**config.mk**
```make
export PLATFORM = sky130hd
export DESIGN_NAME = multi_entry_rs
export DESIGN_NICKNAME = d
export VERILOG_FILES = /design/src/rtl/rs_pkg.sv /design/src/rtl/rs_oldest_select.sv /design/src/rtl/multi_entry_rs.sv
export SDC_FILE = /design/constraint.sdc
export NUM_CORES = 2
export LEC_CHECK = 0
export CORE_UTILIZATION = 35
export CTS_BUF_LIST = sky130_fd_sc_hd__clkbuf_4 sky130_fd_sc_hd__clkbuf_8 sky130_fd_sc_hd__clkbuf_16
export DETAILED_ROUTE_END_ITERATION = 10
export PLACE_DENSITY_LB_ADDON = 0.05
export SETUP_SLACK_MARGIN = 0.02
export SLEW_MARGIN = 20
export SYNTH_ARGS = -nofsm -noshare
export SYNTH_HDL_FRONTEND = slang
export SYNTH_SLANG_ARGS = --single-unit
```
**constraint.sdc**
```tcl
create_clock -name clk -period 9.5 [get_ports clk]
set_input_delay 2.85 -clock clk [delete_from_list [all_inputs] [get_ports clk]]
set_output_delay 2.85 -clock clk [all_outputs]
set_load 0.01 [all_outputs]
```
**src/rtl/rs_pkg.sv**
```systemverilog
// Shared types and helpers for the multi-entry reservation station.
// Holds the dispatch/CDB/issue packet formats, the per-entry state record
// and the tag-match helper used by both dispatch bypass and wakeup.
package rs_pkg;

  localparam int ROB_TAG_LEN = 4;
  localparam int TAG_W = ROB_TAG_LEN + 1;

  localparam int RS_MIN_ENTRIES = 2;
  localparam int RS_MAX_ENTRIES = 16;
  localparam int RS_MAX_AGE_W = $clog2(RS_MAX_ENTRIES);

  typedef struct packed {
    logic [31:0] pc;
    logic [31:0] inst;
    logic [31:0] rs1_value;
    logic [31:0] rs2_value;
    logic [3:0]  alu_func;
    logic        rd_mem;
    logic        wr_mem;
  } ID_EX_PACKET;

  typedef struct packed {
    logic [TAG_W-1:0] rob_tag_val;
    logic             rob_tag_ready;
  } MAPTABLE_PACKET;

  typedef struct packed {
    logic             valid;
    logic [TAG_W-1:0] rob_tag;
    logic [31:0]      value;
  } CDB_DATA;

  typedef struct packed {
    logic [TAG_W-1:0] rd_tag;
    logic [TAG_W-1:0] rs1_tag;
    logic [TAG_W-1:0] rs2_tag;
    logic [31:0]      rs1_value;
    logic [31:0]      rs2_value;
    ID_EX_PACKET      packet;
  } INSTR_READY_ENTRY;

  // Ages are stored at the widest supported width so one record type serves
  // every instance size; the unused upper bits simply stay zero.
  typedef struct packed {
    logic                    valid;
    logic [RS_MAX_AGE_W-1:0] age;
    logic [TAG_W-1:0]        rs1_tag;
    logic [31:0]             rs1_value;
    logic                    rs1_ready;
    logic [TAG_W-1:0]        rs2_tag;
    logic [31:0]             rs2_value;
    logic                    rs2_ready;
    logic [TAG_W-1:0]        rd_tag;
    ID_EX_PACKET             packet;
  } RS_ENTRY;

  function automatic logic match_tag(input logic [TAG_W-1:0] tag, input CDB_DATA cdb);
    return cdb.valid && (tag == cdb.rob_tag);
  endfunction

endpackage

```
**src/rtl/rs_oldest_select.sv**
```systemverilog
// Oldest-ready picker: among the requesting entries, grant the one with the
// largest age; equal ages resolve to the lowest index.
module rs_oldest_select
  import rs_pkg::*;
#(
  parameter int NUM_ENTRIES = 4,
  parameter int IDX_W = $clog2(NUM_ENTRIES)
) (
  input  logic [NUM_ENTRIES-1:0]                   ready,
  input  logic [NUM_ENTRIES-1:0][RS_MAX_AGE_W-1:0] ages,
  output logic [NUM_ENTRIES-1:0]                   grant,
  output logic [IDX_W-1:0]                         index
);

  logic                    found;
  logic [RS_MAX_AGE_W-1:0] best_age;

  // Linear scan; strict greater-than keeps the earliest index on a tie.
  always_comb begin
    found = 1'b0;
    best_age = '0;
    index = '0;
    grant = '0;
    for (int i = 0; i < NUM_ENTRIES; i++) begin
      if (ready[i] && (!found || (ages[i] > best_age))) begin
        found = 1'b1;
        best_age = ages[i];
        index = IDX_W'(i);
      end
    end
    grant[index] = found;
  end

endmodule

```
**src/rtl/multi_entry_rs.sv**
```systemverilog
// N-entry reservation station feeding one functional-unit issue port.
// Captures operands at dispatch (regfile, ROB or same-cycle CDB bypass),
// wakes waiting operands from CDB broadcasts and issues the oldest ready
// entry under a valid/ready handshake. squash empties the station.
// Optional build macro RS_CDB_ISSUE_BYPASS_EN: an entry whose only missing
// gating operands match the live CDB broadcast is issuable this cycle, with
// the broadcast value substituted on the output.
module multi_entry_rs
  import rs_pkg::*;
#(
  parameter int NUM_ENTRIES = 4,
  parameter int NO_WAIT_RS2 = 0,
  parameter int AGE_W = $clog2(NUM_ENTRIES)
) (
  input  logic              clk,
  input  logic              reset,
  input  logic              enable,
  input  ID_EX_PACKET       id_packet_out,
  input  MAPTABLE_PACKET    maptable_packet_rs1,
  input  MAPTABLE_PACKET    maptable_packet_rs2,
  input  logic [31:0]       rob_rs1_value,
  input  logic [31:0]       rob_rs2_value,
  input  logic [TAG_W-1:0]  alloc_slot,
  input  CDB_DATA           cdb,
  input  logic              squash,
  input  logic              issue_ready,
  output logic              issue_valid,
  output INSTR_READY_ENTRY  ready_inst_entry,
  output logic              rs_full,
  output logic [AGE_W:0]    free_count
);

  localparam logic [RS_MAX_AGE_W-1:0] AGE_MAX = RS_MAX_AGE_W'(NUM_ENTRIES - 1);
  localparam logic RS2_NO_GATE = (NO_WAIT_RS2 != 0);

  RS_ENTRY entries_q [NUM_ENTRIES];
  RS_ENTRY entries_d [NUM_ENTRIES];
  RS_ENTRY new_entry;
  RS_ENTRY sel_entry;

  logic [32:0] rs1_src;
  logic [32:0] rs2_src;

  logic [NUM_ENTRIES-1:0]                   hit_rs1;
  logic [NUM_ENTRIES-1:0]                   hit_rs2;
  logic [NUM_ENTRIES-1:0]                   ready_vec;
  logic [NUM_ENTRIES-1:0]                   grant;
  logic [NUM_ENTRIES-1:0][RS_MAX_AGE_W-1:0] age_vec;
  logic [NUM_ENTRIES-1:0]                   free_onehot;
  logic [AGE_W-1:0]                         sel_idx;
  logic [AGE_W:0]                           free_cnt;
  logic                                     free_found;
  logic                                     dispatch_fire;
  logic                                     issue_fire;

  // Returns {ready, value}; sources are tried in priority order.
  function automatic logic [32:0] resolve_operand(input MAPTABLE_PACKET mp,
                                                  input logic [31:0] rf_value,
                                                  input logic [31:0] rob_value,
                                                  input CDB_DATA bus);
    if (mp.rob_tag_val == '0)
      return {1'b1, rf_value};
    else if (mp.rob_tag_ready)
      return {1'b1, rob_value};
    else if (match_tag(mp.rob_tag_val, bus))
      return {1'b1, bus.value};
    else
      return {1'b0, 32'd0};
  endfunction

  // Build the record written into the free slot on a dispatch.
  always_comb begin
    rs1_src = resolve_operand(maptable_packet_rs1, id_packet_out.rs1_value, rob_rs1_value, cdb);
    rs2_src = resolve_operand(maptable_packet_rs2, id_packet_out.rs2_value, rob_rs2_value, cdb);
    new_entry = '0;
    new_entry.valid = 1'b1;
    new_entry.age = '0;
    new_entry.rs1_tag = maptable_packet_rs1.rob_tag_val;
    new_entry.rs1_value = rs1_src[31:0];
    new_entry.rs1_ready = rs1_src[32];
    new_entry.rs2_tag = maptable_packet_rs2.rob_tag_val;
    new_entry.rs2_value = rs2_src[31:0];
    new_entry.rs2_ready = rs2_src[32];
    new_entry.rd_tag = alloc_slot;
    new_entry.packet = id_packet_out;
  end

  // Occupancy: free count, full flag and the lowest-index free slot.
  always_comb begin
    free_cnt = '0;
    free_onehot = '0;
    free_found = 1'b0;
    for (int i = 0; i < NUM_ENTRIES; i++) begin
      if (!entries_q[i].valid) begin
        free_cnt = free_cnt + (AGE_W + 1)'(1);
        if (!free_found) begin
          free_onehot[i] = 1'b1;
          free_found = 1'b1;
        end
      end
    end
  end

  assign free_count = free_cnt;
  assign rs_full = (free_cnt == '0);
  assign dispatch_fire = enable && !rs_full && !squash;

  // Per-entry CDB match on still-waiting operands, and issue readiness.
  always_comb begin
    hit_rs1 = '0;
    hit_rs2 = '0;
    ready_vec = '0;
    age_vec = '0;
    for (int i = 0; i < NUM_ENTRIES; i++) begin
      hit_rs1[i] = !entries_q[i].rs1_ready && match_tag(entries_q[i].rs1_tag, cdb);
      hit_rs2[i] = !entries_q[i].rs2_ready && match_tag(entries_q[i].rs2_tag, cdb);
      age_vec[i] = entries_q[i].age;
`ifdef RS_CDB_ISSUE_BYPASS_EN
      ready_vec[i] = entries_q[i].valid
                     && (entries_q[i].rs1_ready || hit_rs1[i])
                     && (entries_q[i].rs2_ready || RS2_NO_GATE || hit_rs2[i]);
`else
      ready_vec[i] = entries_q[i].valid && entries_q[i].rs1_ready
                     && (entries_q[i].rs2_ready || RS2_NO_GATE);
`endif
    end
  end

  rs_oldest_select #(
    .NUM_ENTRIES(NUM_ENTRIES),
    .IDX_W(AGE_W)
  ) u_select (
    .ready(ready_vec),
    .ages(age_vec),
    .grant(grant),
    .index(sel_idx)
  );

  assign issue_valid = |ready_vec;
  assign issue_fire = issue_valid && issue_ready;

  // Present the selected entry; all-zero when nothing is issuable.
  always_comb begin
    sel_entry = entries_q[sel_idx];
    ready_inst_entry = '0;
    if (issue_valid) begin
      ready_inst_entry.rd_tag = sel_entry.rd_tag;
      ready_inst_entry.rs1_tag = sel_entry.rs1_tag;
      ready_inst_entry.rs2_tag = sel_entry.rs2_tag;
      ready_inst_entry.rs1_value = sel_entry.rs1_value;
      ready_inst_entry.rs2_value = sel_entry.rs2_value;
      ready_inst_entry.packet = sel_entry.packet;
`ifdef RS_CDB_ISSUE_BYPASS_EN
      if (hit_rs1[sel_idx])
        ready_inst_entry.rs1_value = cdb.value;
      if (hit_rs2[sel_idx])
        ready_inst_entry.rs2_value = cdb.value;
`endif
    end
  end

  // Next entry state: issue frees, CDB wakes, dispatch ages and writes;
  // squash last so it overrides everything else.
  always_comb begin
    for (int i = 0; i < NUM_ENTRIES; i++) begin
      entries_d[i] = entries_q[i];
      if (issue_fire && grant[i])
        entries_d[i].valid = 1'b0;
      if (hit_rs1[i]) begin
        entries_d[i].rs1_value = cdb.value;
        entries_d[i].rs1_ready = 1'b1;
      end
      if (hit_rs2[i]) begin
        entries_d[i].rs2_value = cdb.value;
        entries_d[i].rs2_ready = 1'b1;
      end
      if (dispatch_fire && entries_q[i].valid && (entries_q[i].age != AGE_MAX))
        entries_d[i].age = entries_q[i].age + RS_MAX_AGE_W'(1);
      if (dispatch_fire && free_onehot[i])
        entries_d[i] = new_entry;
      if (squash)
        entries_d[i].valid = 1'b0;
    end
  end

  // Entry storage with synchronous reset.
  always_ff @(posedge clk) begin
    for (int i = 0; i < NUM_ENTRIES; i++) begin
      if (reset)
        entries_q[i] <= '0;
      else
        entries_q[i] <= entries_d[i];
    end
  end

endmodule

```
==> results.cfg <==
[place]
dpl.hpwl_mm = 113
portBuffers = 475
dp_slack_ps = 136
place.gp.congestion = 0.849
placed_area_um2 = 49300
dp_cells = 7221

[route]
drtAntennaViolNets = 0
routed_wl_mm = 180
first_iter_violations = 3342
wl_met1_mm = 79.6
wl_met2_mm = 84.6
dr.max_layer_used = met5
wl_met3_mm = 10.9
wl_per_cell_um = 24.1
route.vias.total = 40056
vias_per_cell = 5.35
dr.pass1.iters = 8
drc = 136

[status]
violations = design-rule violations
status = finished with violations

[min_path]
worstHoldStart = entries_q[3][112]$_SDFFE_PP0P_
hold_class = reg2reg
worstHoldPathCells = 2
min_to = entries_q[3][112]$_SDFFE_PP0P_

[clock_tree]
cts_max_path_buffers = 3
htreeDepth = 3
cts-hold-fix-buffers = 0
clkSlewWorstSetupHoldPaths_ps = 60
worstSkewPairLatency_ps = 690
tritoncts = yes
cts_buffers = 105
clockRootBuffer = clkbuf_16
cts_num_sinks = 880

[yosys]
yosysWarnings = 0
synth_area_leaders = dfxtp_1, nand2_1, mux2i_1
synth_area_um2 = 43700
synth.avg_cell_area_um2 = 7.88
synthArstFlopShare = 0
syn_nets = 5830
ys_seq_area_frac = 0.403
synth_edf_count = 0
synth_top_area_cell = dfxtp_1
synthesis.instances = 5551
yosys_register_bits = 880
yosysUniqueCellTypes = 46
yosys.area.top_type_share = 0.403
synthFlopType = dfxtp_1

[finish]
n_fill_cell = 12458
finalInstanceArea_um2 = 54200
regMostFlops = entries_q
largest_register_ffs = 880
area_growth_pct = 23.9
drive_above_1_share = 0.0812
instances_no_fill = 7493
largestRegisters = entries_q x880
fin_nets = 6020

[grt]
grt_max_degree = 189
grt_pass1_vias = 37515
grt_pass1_wl_mm = 258
grtUsageTotal = 0.269
antenna_found_initial = 29
grt_overflow_total = 0

[sta]
fin_hold_ws_ps = 449
fin_crit_ps = 9390
finClkSkew_ps = 24.6
finalMaxSlewViolations = 0
setup-violations-final = 0
worst_slack_ps = 113
rsz0062_at_grt = true
post-route-period-util = 0.988
tightest_slew_ps = 1130
hold_viol = 0
max_slew_margin = 0.244
fmax_mhz = 107

[pwr]
p_sw_mw = 2.13
pwr_density_cell_nw_per_um2 = 161
peakVddDrop_uv = 138
combPwrFrac = 0.067
p_seq_frac = 0.437
p_int_mw = 6.60
power.total_mw = 8.73
p_leak_nw = 20.8
pwr-share-clk = 0.496
swShare = 0.244

[critical_path]
cp.required_ps = 6650
crit_type = reg2out
setup.worst_path.end_class = output pin
rr_endpoint = entries_q[3][219]$_SDFFE_PP0P_
cpMostUsedCell = ha_1
critPathArrivalTime_ps = 6540
worstSetupStartpointType = flip-flop
crit_slowest_cell = clkdlybuf4s50_1
rrSetupSlack_ps = 4390
crit_fanout = 49
max_stage_delay_ps = 490
r2r_start = entries_q[0][219]$_SDFFE_PP0P_
worstRegToRegCells = 22

[floorplan]
coreArea_um2 = 124000
row_count = 129
start_util = 0.353
fp.dieW_um = 355
die_h_um = 355
die-area_um2 = 126000
io_pins = 476

[job]
maxCapViolCount = 0
## power groups by stage
stage                     clock network, mW  registers, mW  logic, mW
after floorplan                           0           3.87      0.289
after global placement                    0           3.89      0.583
after detailed placement                  0           3.89      0.585
after CTS                              4.42           3.81      0.589
after global routing                   4.56           3.81      0.629
final                                  4.33           3.81      0.588
## layer usage
metal | up-vias | GRT usage
met5 | - | 0
met3 | 252 | 0.0388
met1 | 19384 | 0.364
li1 | 19214 | -
met4 | 8 | 0.0810
met2 | 1198 | 0.440
## through the flow
step           utilization  TNS, ps
2_1_floorplan            -        0
3_3_place_gp         0.398        0
3_5_place_dp         0.398        0
4_1_cts              0.431    -2150
5_1_grt              0.437    -2340
6_report             0.438        0
## cell usage after synthesis, types with 64 or more instances
cell and instances:
a221o_1 213, inv_1 254, a211oi_1 194, a211oi_2 64
dfxtp_1 880, clkbuf_1 318, nor2_1 310, mux2i_1 473
and2_1 220, a21oi_1 666, nand2_1 1456, buf_2 122
## cells by family (layout without fill, tap and decap cells)
logic type	after synthesis	after routing	synth area share
compound gates	1187	1187	0.186
xor+xnor	65	65	0.0130
fa+ha+maj	21	21	0.00601
buf+inv	770	1047	0.0718
flops	880	880	0.403
mux	510	510	0.118
other cells	0	28	0
simple gates	2118	2118	0.202
## cell type report
class,instances,area [um^2],area share
Timing Repair Buffer,598,6560,0.121
Tap cell,1637,2050,0.0378
Clock inverter,29,337,0.00621
Clock buffer,165,3400,0.0627
Sequential cell,880,17600,0.325
Inverter,255,957,0.0177
Multi-Input combinational cell,3901,23200,0.428
Antenna cell,28,70.1,0.00129
## cells in the final DEF (no fill, tap or decap), types with 64 or more instances in the layout
master and instances:
mux2i_1 473, and2_1 207, a211oi_2 64, buf_4 80
clkdlybuf4s50_1 370, clkbuf_16 123, inv_1 254, nor2_1 306
a221o_1 213, a21oi_1 664, dfxtp_1 877, dlymetal6s2s_1 85
a211oi_1 193, nand2_1 1454
## critical path, delay by kind of cell, from the launching register on
family,cells,cell delay [ps]
buf+inv,4,1000
fa+ha+maj,3,910
mux,1,400
simple gates,8,1080
flops,1,400
compound gates,9,1940
## what timing repair did
item / in CTS / in global routing
gates cloned: 3 / 15
resized for setup: 24 / 126
setup buffers: 22 / 10
pin swaps: 2 / 6
setup endpoints to repair: 208 / 207
## worst max-delay path by stage
stage | from | slack [ps] | cells after the start | to
after CTS | entries_q[0][219]$_SDFFE_PP0P_ | -70 | 25 | ready_inst_entry[134]
after global routing | entries_q[0][219]$_SDFFE_PP0P_ | -110 | 26 | ready_inst_entry[29]
after detailed placement | entries_q[0][219]$_SDFFE_PP0P_ | 140 | 24 | ready_inst_entry[141]
after global placement | entries_q[0][219]$_SDFFE_PP0P_ | 240 | 24 | ready_inst_entry[142]
final | entries_q[0][219]$_SDFFE_PP0P_ | 110 | 25 | ready_inst_entry[28]
after floorplan | entries_q[0][219]$_SDFFE_PP0P_ | 1140 | 25 | ready_inst_entry[130]
Power figures use the tool's default switching activity.
